--- src/rtl/mem_bus_pkg.sv ---
// Shared encodings for the unified memory bus arbiter: owner one-hot codes,
// arbiter states and the byte-enable width.
package mem_bus_pkg;

  localparam int unsigned BE_WIDTH = 4;

  localparam logic [1:0] GRANT_NONE = 2'b00;
  localparam logic [1:0] GRANT_I    = 2'b01;
  localparam logic [1:0] GRANT_D    = 2'b10;

  typedef enum logic [1:0] {
    IDLE   = 2'd0,
    LOCK_I = 2'd1,
    LOCK_D = 2'd2
  } state_t;

endpackage

--- src/rtl/mem_port_arbiter.sv ---
// Shares one single-ported memory bus between fetch (imem) and LSU (dmem).
// Data has priority, bounded by a starvation counter; grant locks across stalls.
module mem_port_arbiter
  import mem_bus_pkg::*;
#(
  parameter int unsigned ADDR_WIDTH   = 32,
  parameter int unsigned DATA_WIDTH   = 32,
  parameter int unsigned STARVE_LIMIT = 4
) (
  input  logic                  clk,
  input  logic                  rst,
  input  logic                  imem_valid_i,
  output logic                  imem_ready_o,
  input  logic [ADDR_WIDTH-1:0] imem_addr_i,
  input  logic [DATA_WIDTH-1:0] imem_wdata_i,
  input  logic [BE_WIDTH-1:0]   imem_we_i,
  output logic [DATA_WIDTH-1:0] imem_rdata_o,
  input  logic                  dmem_valid_i,
  output logic                  dmem_ready_o,
  input  logic [ADDR_WIDTH-1:0] dmem_addr_i,
  input  logic [DATA_WIDTH-1:0] dmem_wdata_i,
  input  logic [BE_WIDTH-1:0]   dmem_we_i,
  output logic [DATA_WIDTH-1:0] dmem_rdata_o,
  output logic                  mem_valid_o,
  input  logic                  mem_ready_i,
  output logic [ADDR_WIDTH-1:0] mem_addr_o,
  output logic [DATA_WIDTH-1:0] mem_wdata_o,
  output logic [BE_WIDTH-1:0]   mem_we_o,
  input  logic [DATA_WIDTH-1:0] mem_rdata_i,
  output logic [1:0]            grant_o
);

  localparam logic [3:0] LIMIT = 4'(STARVE_LIMIT);

  state_t     state;
  logic [3:0] starve;
  logic [1:0] owner;
  logic       owner_valid;
  logic       unused;

  // Fetch never writes; its write fields exist only for port symmetry.
  assign unused = ^{imem_wdata_i, imem_we_i};

  // Owner is forced to none during reset so every output reads 0 immediately.
  always_comb begin
    owner = GRANT_NONE;
    if (!rst) begin
      case (state)
        LOCK_I: owner = GRANT_I;
        LOCK_D: owner = GRANT_D;
        default: begin
          if (imem_valid_i && starve == LIMIT) owner = GRANT_I;
          else if (dmem_valid_i)               owner = GRANT_D;
          else if (imem_valid_i)               owner = GRANT_I;
        end
      endcase
    end
  end

  always_comb begin
    owner_valid  = 1'b0;
    mem_addr_o   = '0;
    mem_wdata_o  = '0;
    mem_we_o     = '0;
    if (owner == GRANT_I) begin
      owner_valid = imem_valid_i;
      mem_addr_o  = imem_addr_i;
    end else if (owner == GRANT_D) begin
      owner_valid = dmem_valid_i;
      mem_addr_o  = dmem_addr_i;
      mem_wdata_o = dmem_wdata_i;
      mem_we_o    = dmem_we_i;
    end
  end

  assign mem_valid_o  = owner_valid;
  assign grant_o      = owner;
  assign imem_ready_o = mem_ready_i && owner == GRANT_I && imem_valid_i;
  assign dmem_ready_o = mem_ready_i && owner == GRANT_D && dmem_valid_i;
  assign imem_rdata_o = rst ? '0 : mem_rdata_i;
  assign dmem_rdata_o = rst ? '0 : mem_rdata_i;

  always_ff @(posedge clk or posedge rst) begin
    if (rst) begin
      state  <= IDLE;
      starve <= '0;
    end else begin
      case (state)
        IDLE: begin
          if (owner_valid && !mem_ready_i)
            state <= (owner == GRANT_I) ? LOCK_I : LOCK_D;
        end
        LOCK_I: if (!imem_valid_i || mem_ready_i) state <= IDLE;
        LOCK_D: if (!dmem_valid_i || mem_ready_i) state <= IDLE;
        default: state <= IDLE;
      endcase

      if (!imem_valid_i || imem_ready_o)
        starve <= '0;
      else if (owner != GRANT_I && starve != LIMIT)
        starve <= starve + 4'd1;
    end
  end

endmodule
--- config.mk ---
export PLATFORM = sky130hd
export DESIGN_NAME = mem_port_arbiter
export DESIGN_NICKNAME = d
export VERILOG_FILES = /design/src/rtl/mem_bus_pkg.sv /design/src/rtl/mem_port_arbiter.sv
export SDC_FILE = /design/constraint.sdc
export NUM_CORES = 1
export LEC_CHECK = 0
export ABC_AREA = 0
export BUFFER_PORTS_ARGS = -buffer_cell sky130_fd_sc_hd__buf_2
export CAP_MARGIN = 20
export CORE_AREA = 2 2 120 122
export DETAILED_ROUTE_END_ITERATION = 8
export DIE_AREA = 0 0 122 124
export SYNTH_ARGS = -nofsm -noshare
export SYNTH_HDL_FRONTEND = slang
export SYNTH_SLANG_ARGS = --single-unit
export TNS_END_PERCENT = 100
--- constraint.sdc ---
create_clock -name clk -period 2.54 [get_ports clk]
set_clock_uncertainty 0.1 [all_clocks]
set_input_delay 0.508 -clock clk [delete_from_list [all_inputs] [get_ports clk]]
set_output_delay 0.508 -clock clk [all_outputs]
set_load 0.02 [all_outputs]
Yosys cells after proc, flatten, opt, wreduce, memory -nomap -nowiden

Index checks and enable logic that the tools add are counted.

Add/sub/neg operators: 1
Equal/unequal tests: 10
Muxes and demuxes: 21
Reductions and logical operators: 16

Operators with widths:

| kind                | number |
|---|---|
| $mux 32             | 5 |
| $mux 4              | 4 |
| $mux 2              | 7 |
| $logic_and 1x1->1   | 7 |
| $ne 2x2->1 const B  | 3 |
| $pmux 2 s3          | 1 |
| $add 4x1->4 const B | 1 |
| $eq 2x1->1 const B  | 2 |
| $eq 2x2->1 const B  | 2 |
| $eq 4x3->1 const B  | 1 |
| $ne 4x3->1 const B  | 1 |
| $pmux 2 s2          | 1 |
| $logic_not 1->1     | 3 |
| $logic_or 1x1->1    | 3 |
| $mux 1              | 3 |
| $reduce_and 3->1    | 1 |
| $logic_not 2->1     | 1 |
| $ne 2x1->1 const B  | 1 |
| $reduce_bool 2->1   | 1 |

Register bits after elaboration: 6
Input bits: 173
Output and inout bits: 137
Logic and storage cells: 50

Longest topological paths before layout

Gate-level depths: netlist of the first run.

Word-level depth: 11
Gate-level depth with buffers: 9
Mapped depth without buffers: 6

Least setup slack after synthesis of the first run

Ideal clock, no wire load.

Path type: register to output
From: register state[0]
To: output port imem_ready_o
Arrival: 1.840 ns
Data required time: 1.932 ns
Setup slack: 0.092 ns
Stages on the path, launching flop included: 9
Buffers on the path: 3
Cells stage by stage: dfrtp_1 -> inv_1 -> ha_1 -> buf_4 -> nor4b_1 -> a211o_1 -> buf_6 -> buf_6 -> and3_1

Word-level cells in the longest chain between the ends: 6
Elaborated cells between the ends (all ways): 7
Those cells by class: 3 x eq/ne; 2 x mux; 2 x reduce/logical

RTL lines:

| element                                  | RTL line               | RTL |
|---|---|---|
| from (decl)                              | mem_port_arbiter.sv:35 | `state_t state;` |
| from (signal assigned)                   | mem_port_arbiter.sv:91 | `state <= (owner == GRANT_I) ? LOCK_I : LOCK_D;` |
| $eq 2x2->1 or $eq 2x1->1 (tied branches) | mem_port_arbiter.sv:48 | `case (state)` |
| $pmux 2 s2 *                             | mem_port_arbiter.sv:48 |  |
| $mux 2 *                                 | mem_port_arbiter.sv:47 | `if (!rst) begin` |
| $eq 2x1->1 *                             | mem_port_arbiter.sv:78 | `assign imem_ready_o = mem_ready_i && owner == GRANT_I && imem_valid_i;` |
| $logic_and 1x1->1 * (2 in series)        | mem_port_arbiter.sv:78 |  |
| to (decl)                                | mem_port_arbiter.sv:13 | `output logic imem_ready_o,` |

Mark *: on every way between the ends. The rest lies on a longest branch, timed or not.

Worst setup path after layout of the first run

From: register state[0]
To: output port mem_addr_o[21]

Word-level cells in the longest chain between the ends: 6
Elaborated cells between the ends (all ways): 8
Those cells by class: 4 x eq/ne; 4 x mux

RTL lines:

| element                                  | RTL line               | RTL |
|---|---|---|
| $eq 2x2->1 or $eq 2x1->1 (tied branches) | mem_port_arbiter.sv:48 |  |
| $pmux 2 s2 *                             | mem_port_arbiter.sv:48 |  |
| $mux 2 *                                 | mem_port_arbiter.sv:47 |  |
| $eq 2x2->1                               | mem_port_arbiter.sv:68 | `end else if (owner == GRANT_D) begin` |
| $mux 32                                  | mem_port_arbiter.sv:68 |  |
| $mux 32 *                                | mem_port_arbiter.sv:65 | `if (owner == GRANT_I) begin` |
| to (decl)                                | mem_port_arbiter.sv:26 | `output logic [ADDR_WIDTH-1:0] mem_addr_o,` |

Marks and branches as above.

==> results.toml, run 1 <==
[global_routing]
grt_overflow = 0
grt_max_degree = 40
grt_pass1_vias = 2623
grt.met2_usage = 0.196
grt_util_all_layers = 0.116
top_usage_layer = "met2"
grt_use_met3 = 0.0293
grt_first_pass_wirelength_um = 13800
antenna_found_initial = 1
grt_use_met1 = 0.155

[timing]
relSlewSlack = 0.611
period_share = 1.09
rsz0062_at_grt = "true"
worst_pin_slew_ps = 580
hold_viol = 0
slew_viol_final = 0
setup_viol = 71
min_period_ps = 2770
fmax_ghz = 0.360
holdWs_ps = 465
fin_ws_ps = -235

[synthesis]
yosysUniqueCellTypes = 37
synth_top_cells_by_count = "36 x and2_1, 33 x buf_4, 33 x nor2b_1, 32 x a22o_1"
yosysMostFrequentCell = "and2_1"
synth_edf_count = 0
yosys_warnings = 0
synth-main-ff-cell = "dfrtp_1"
synth_top_area_share = 0.166
ys_seq_elements = 6
synth_area_leader_cell = "a22o_1"
syn_area_per_cell_um2 = 7.52
async_reset_ff_frac = 1.00
synth_fp_nets = 403
synth_area_um2 = 1690
synth_top_cells_by_area = "a22o_1 17%, buf_4 15%, and2_1 13%"
ys_seq_area_frac = 0.0888
synth_cells = 225

[clocking]
numCtsBuffers = 3
cts_hold_buf = 0
clock_latency_ps = 230
clockRootBuffer = "clkbuf_16"
cts_num_sinks = 6
htree_levels = 1
cts_tree = "done"
clk_path_buf_depth = 2
clkTransAtPathRegs_ps = 40

[worst_setup_path]
cpPeakStageDelay_ps = 380
critPathLaunchType = "flip-flop"
cp_common_cell = "buf_12"
worstPathArrival_ps = 2170
worstPathCellList = "buf_4 > ha_4 > buf_4 > or2_4 > a21oi_4 > buf_12 > buf_12 > buf_12 > buf_16 > a22o_1 > buf_6"
required_ps = 1930
crit_type = "flip-flop to output port"
cp_num_buf_inv = 7
worst_path_max_delay_cell = "dfrtp_1"
end_kind = "output port"
critPathMaxFanout = 6
crit_family = "buffers and inverters"

[detailed_routing]
viasPerCell = 4.03
wirelength_um = 10100
wl_per_cell_um = 15.0
vias = 2717
firstDrtPassIters = 4
drt_iter0_markers = 121
final_antenna_net_count = 0
drc_errors = 0

[power_and_ir_drop]
peakVddDrop_v = 0.000337
switchingPower_mw = 1.40
clkPwrFrac = 0.080
swShare = 0.425
p_int_mw = 1.89
p_per_area_nw_per_um2 = 781
p_leak_nw = 2.25
power_frac_seq = 0.042
comb_power_share = 0.878

[place]
io_buffers = 273
routabilityCongestion = 0.834
dp.final_hpwl_um = 7020
dp_cells = 649
pre_cts_ws_ps = -61.4

[layout]
drive_above_1_share = 0.747
multi_input_area_um2 = 1350
insertedDiodeCount = 0
syn_to_final_growth_pct = 149
fin_util = 0.307
n_fill_cell = 1468
instances_no_fill = 675
layout.nets = 675
regArea_um2 = 150

[run]
maxCapViolations = 0

[floorplan]
die_area_um2 = 15100
num_rows = 43
die_h_um = 124
fp.dieW_um = 122
ios = 310
start_util = 0.123
coreArea_um2 = 13700

[min_path]
hold_path.class = "flip-flop to flip-flop"

[outcome]
violations = "setup timing"
status = "finished, violations left"
==> logic make-up after synthesis <==
group	share of synthesized area
buf+inv	0.235
simple gates	0.364
fa+ha+maj	0.0370
flops	0.0888
compound gates	0.275
==> layout by cell type (no fill, tap or decap), types with 2 or more instances in the layout <==
cell type / n
a211oi_1: 3
a21oi_1: 5
a21oi_4: 2
a22o_1: 29
a22o_4: 3
a31o_1: 2
and2_1: 10
and2_4: 26
and3_4: 2
and3b_1: 2
buf_12: 8
buf_16: 4
buf_2: 202
buf_4: 30
buf_6: 69
clkbuf_16: 7
dfrtp_1: 6
ha_4: 4
inv_1: 3
inv_2: 4
nand2_1: 5
nand2b_1: 4
nand3_1: 7
nor2_1: 3
nor2b_1: 32
o211ai_1: 4
o31a_1: 2
==> timing repair <==
item | CTS | global route
endpoints found under the setup margin | 71 | 72
resized for setup | 174 | 28
pin swaps | 17 | 31
endpoints found under the hold margin | 0 | 0
cloned | 5 | 5
buffers inserted | 16 | 3
==> metal layers <==
metal	vias up	share of wire
met1	1282	0.43
met2	132	0.48
met4	2	0.0064
li1	1291	-
met3	10	0.080
met5	-	0.0011
==> power groups by stage <==
stage | Clock (mW) | Combinational, mW | Sequential [mW]
final | 0.262 | 2.89 | 0.140
after detailed placement | 0 | 1.77 | 0.138
after CTS | 0.265 | 2.70 | 0.139
after global placement | 0 | 1.78 | 0.136
after floorplan | 0 | 1.13 | 0.142
after global routing | 0.270 | 3.08 | 0.142
==> cell type report <==
cell class              instances  area share
multi-input cells             162       0.321
well taps                     180      0.0534
clock buffers                   3      0.0178
repair buffers                317       0.566
flip-flops and latches          6      0.0356
inverters                       7     0.00624
==> sequential cells by signal (all words and copies together), names as in the netlist <==
register / count
starve: 4
state: 2
==> final timing paths <==
kind / start / endpoint / slack (ps) / cells past startpoint
max: state[0] / mem_addr_o[21] / -230 / 11
min: starve[3] / starve[3] / 470 / 1
max reg2reg: state[1] / starve[2] / 340 / 8
min reg2reg: starve[3] / starve[3] / 470 / 1
max in group asynchronous: rst / starve[3] / 1620 / 3
min in group asynchronous: rst / state[1] / 500 / 3
==> stage by stage <==
step | cell area [um^2] | setup TNS [ps] | power [mW]
global placement | 3110 | -583 | 1.91
detailed placement | 3110 | -589 | 1.91
CTS | 4010 | -10780 | 3.10
global route | 4210 | -16590 | 3.49
floorplan | 1690 | 0 | 1.27
finish | 4210 | -12440 | 3.29
Power figures use the tool's default switching activity.
==> run 2: changes to the inputs <==
- CELL_PAD_IN_SITES_DETAIL_PLACEMENT: default -> 1
- CELL_PAD_IN_SITES_GLOBAL_PLACEMENT: default -> 1
- PLACE_DENSITY_LB_ADDON: default -> 0.1
==> run 2 against run 1 <==
  * Highest routed layer is now met4
  * Global-route usage is 3.0 points higher
  * Flip-flop and latch count did not move
  * The flow still finishes with violations (setup timing)
  * Sequential power barely moved
  * Largest power group unchanged
  * Largest cell class unchanged
  * First-iteration DRC count down 55%
==> results.toml, run 2 (synthesized netlist as in run 1, its figures left out) <==
[clocking]
htree_levels = 1
numCtsBuffers = 3
clock_latency_ps = 230
clockRootBuffer = "clkbuf_16"
cts_tree = "done"
cts_num_sinks = 6
clkTransAtPathRegs_ps = 40
clk_path_buf_depth = 2

[global_routing]
grt_max_degree = 34
antenna_found_initial = 0
grt_first_pass_wirelength_um = 16500
grt_util_all_layers = 0.146
grt_overflow = 0
grt_pass1_vias = 2820

[layout]
syn_to_final_growth_pct = 138
fin_util = 0.293
instances_no_fill = 673
layout_commonest_cell = "buf_2"
drive_above_1_share = 0.722
insertedDiodeCount = 0
largest_register = "starve"
n_fill_cell = 1698
final_cell_mix = "200 x buf_2, 59 x buf_6, 45 x buf_4"
largest_reg_flops = 4
reg_top3 = "starve: 4 flops, state: 2 flops"
layout.nets = 673

[place]
pre_cts_ws_ps = -121
dp_cells = 654
routabilityCongestion = 0.811
io_buffers = 273
dp.final_hpwl_um = 9940

[timing]
setup_viol = 70
hold_viol = 0
fin_ws_ps = -227
period_share = 1.09
slew_viol_final = 0
fmax_ghz = 0.361
relSlewSlack = 0.778
min_period_ps = 2770
rsz0062_at_grt = "true"
worst_pin_slew_ps = 334

[worst_setup_path]
cp-startpoint = "state[0]"
worst_path_max_delay_cell = "a211o_4"
crit_type = "flip-flop to output port"
r2r_start = "state[0]"
end_kind = "output port"
critPathLaunchType = "flip-flop"
worstPathCellList = "inv_2 > ha_4 > buf_6 > nor3b_4 > a211o_4 > clkbuf_16 > a22o_1 > buf_6"
cpPeakStageDelay_ps = 410
required_ps = 1930
critPathMaxFanout = 6
worstPathArrival_ps = 2160
cp_common_cell = "buf_6"
worstRegToRegCells = 8

[min_path]
hold_path.class = "input port to asynchronous set/reset pin"

[detailed_routing]
wl_per_cell_um = 18.2
wirelength_um = 12200
vias = 2693
drc_errors = 0
drt_iter0_markers = 54
final_antenna_net_count = 0
viasPerCell = 4.00
firstDrtPassIters = 4

[power_and_ir_drop]
p_per_area_nw_per_um2 = 772
peakVddDrop_v = 0.000248
p_leak_nw = 2.17

[floorplan]
die_h_um = 124
start_util = 0.123
ios = 310
num_rows = 43
fp.dieW_um = 122
coreArea_um2 = 13700
die_area_um2 = 15100

[outcome]
violations = "setup timing"
status = "finished, violations left"

[run]
maxCapViolations = 0
## run 2: cell count changes in the layout (fill, tap and decap cells not counted), moves of 3 or more
cell    change
a22o_1      +3
a22o_4      -3
and2_1      +9
and2_4      -9
buf_12      -3
buf_4      +15
buf_6      -10
## run 2: path summary, 6_finish.rpt
check / endpoint / slack, ps
hold reg to reg: starve[3] / 470
setup / recovery: mem_addr_o[23] / -230
min in group clk: starve[3] / 470
setup reg to reg: starve[2] / 350
hold / removal: starve[2] / 380
max in group asynchronous: starve[0] / 1740
## run 2: layer usage
metal | up-vias | global-route usage | share of wire
met2 | 145 | 0.243 | 0.45
met4 | 0 | 0.0151 | 0.0050
li1 | 1288 | - | -
met5 | - | 0 | 0
met1 | 1253 | 0.201 | 0.47
met3 | 7 | 0.0307 | 0.071
## run 2: report_power, final
part	internal [mW]	switching (mW)
clock	0.202	0.0569
sequential	0.121	0.0208
combinational	1.38	1.32
## run 2: stage by stage
step,setup TNS (ps),hold WS (ps),total power [mW],cell area (um^2)
global route,-18160,414,3.29,4020
floorplan,0,414,1.27,1690
global placement,-2860,467,1.99,3140
finish,-12530,385,3.11,4020
CTS,-11810,364,2.93,3820
detailed placement,-3530,451,2.01,3140
## run 2: worst max-delay path, delay by kind of cell (launching register included)
family                   cells  cell delay (ps)
AND/OR/NAND/NOR              1               50
AO/OA/AOI/OAI                2              660
adder cells (fa/ha/maj)      1              310
buffers and inverters        4              530
flip-flops                   1              380
## run 2: layout make-up
class	instances	area, um^2	area share
Sequential cell	6	150	0.0373
Clock buffer	3	75.1	0.0187
Inverter	7	26.3	0.00653
Timing Repair Buffer	315	2250	0.559
Multi-Input combinational cell	162	1300	0.322
Tap cell	180	225	0.0560
## run 2: timing repair
| action | 4_1_cts | 5_1_grt |
|---|---|---|
| cloned | 3 | 4 |
| pin swaps | 14 | 18 |
| hold buffers | 0 | 0 |
| gates resized for setup | 146 | 33 |
| setup buffers | 7 | 4 |
| setup endpoints to repair | 72 | 72 |
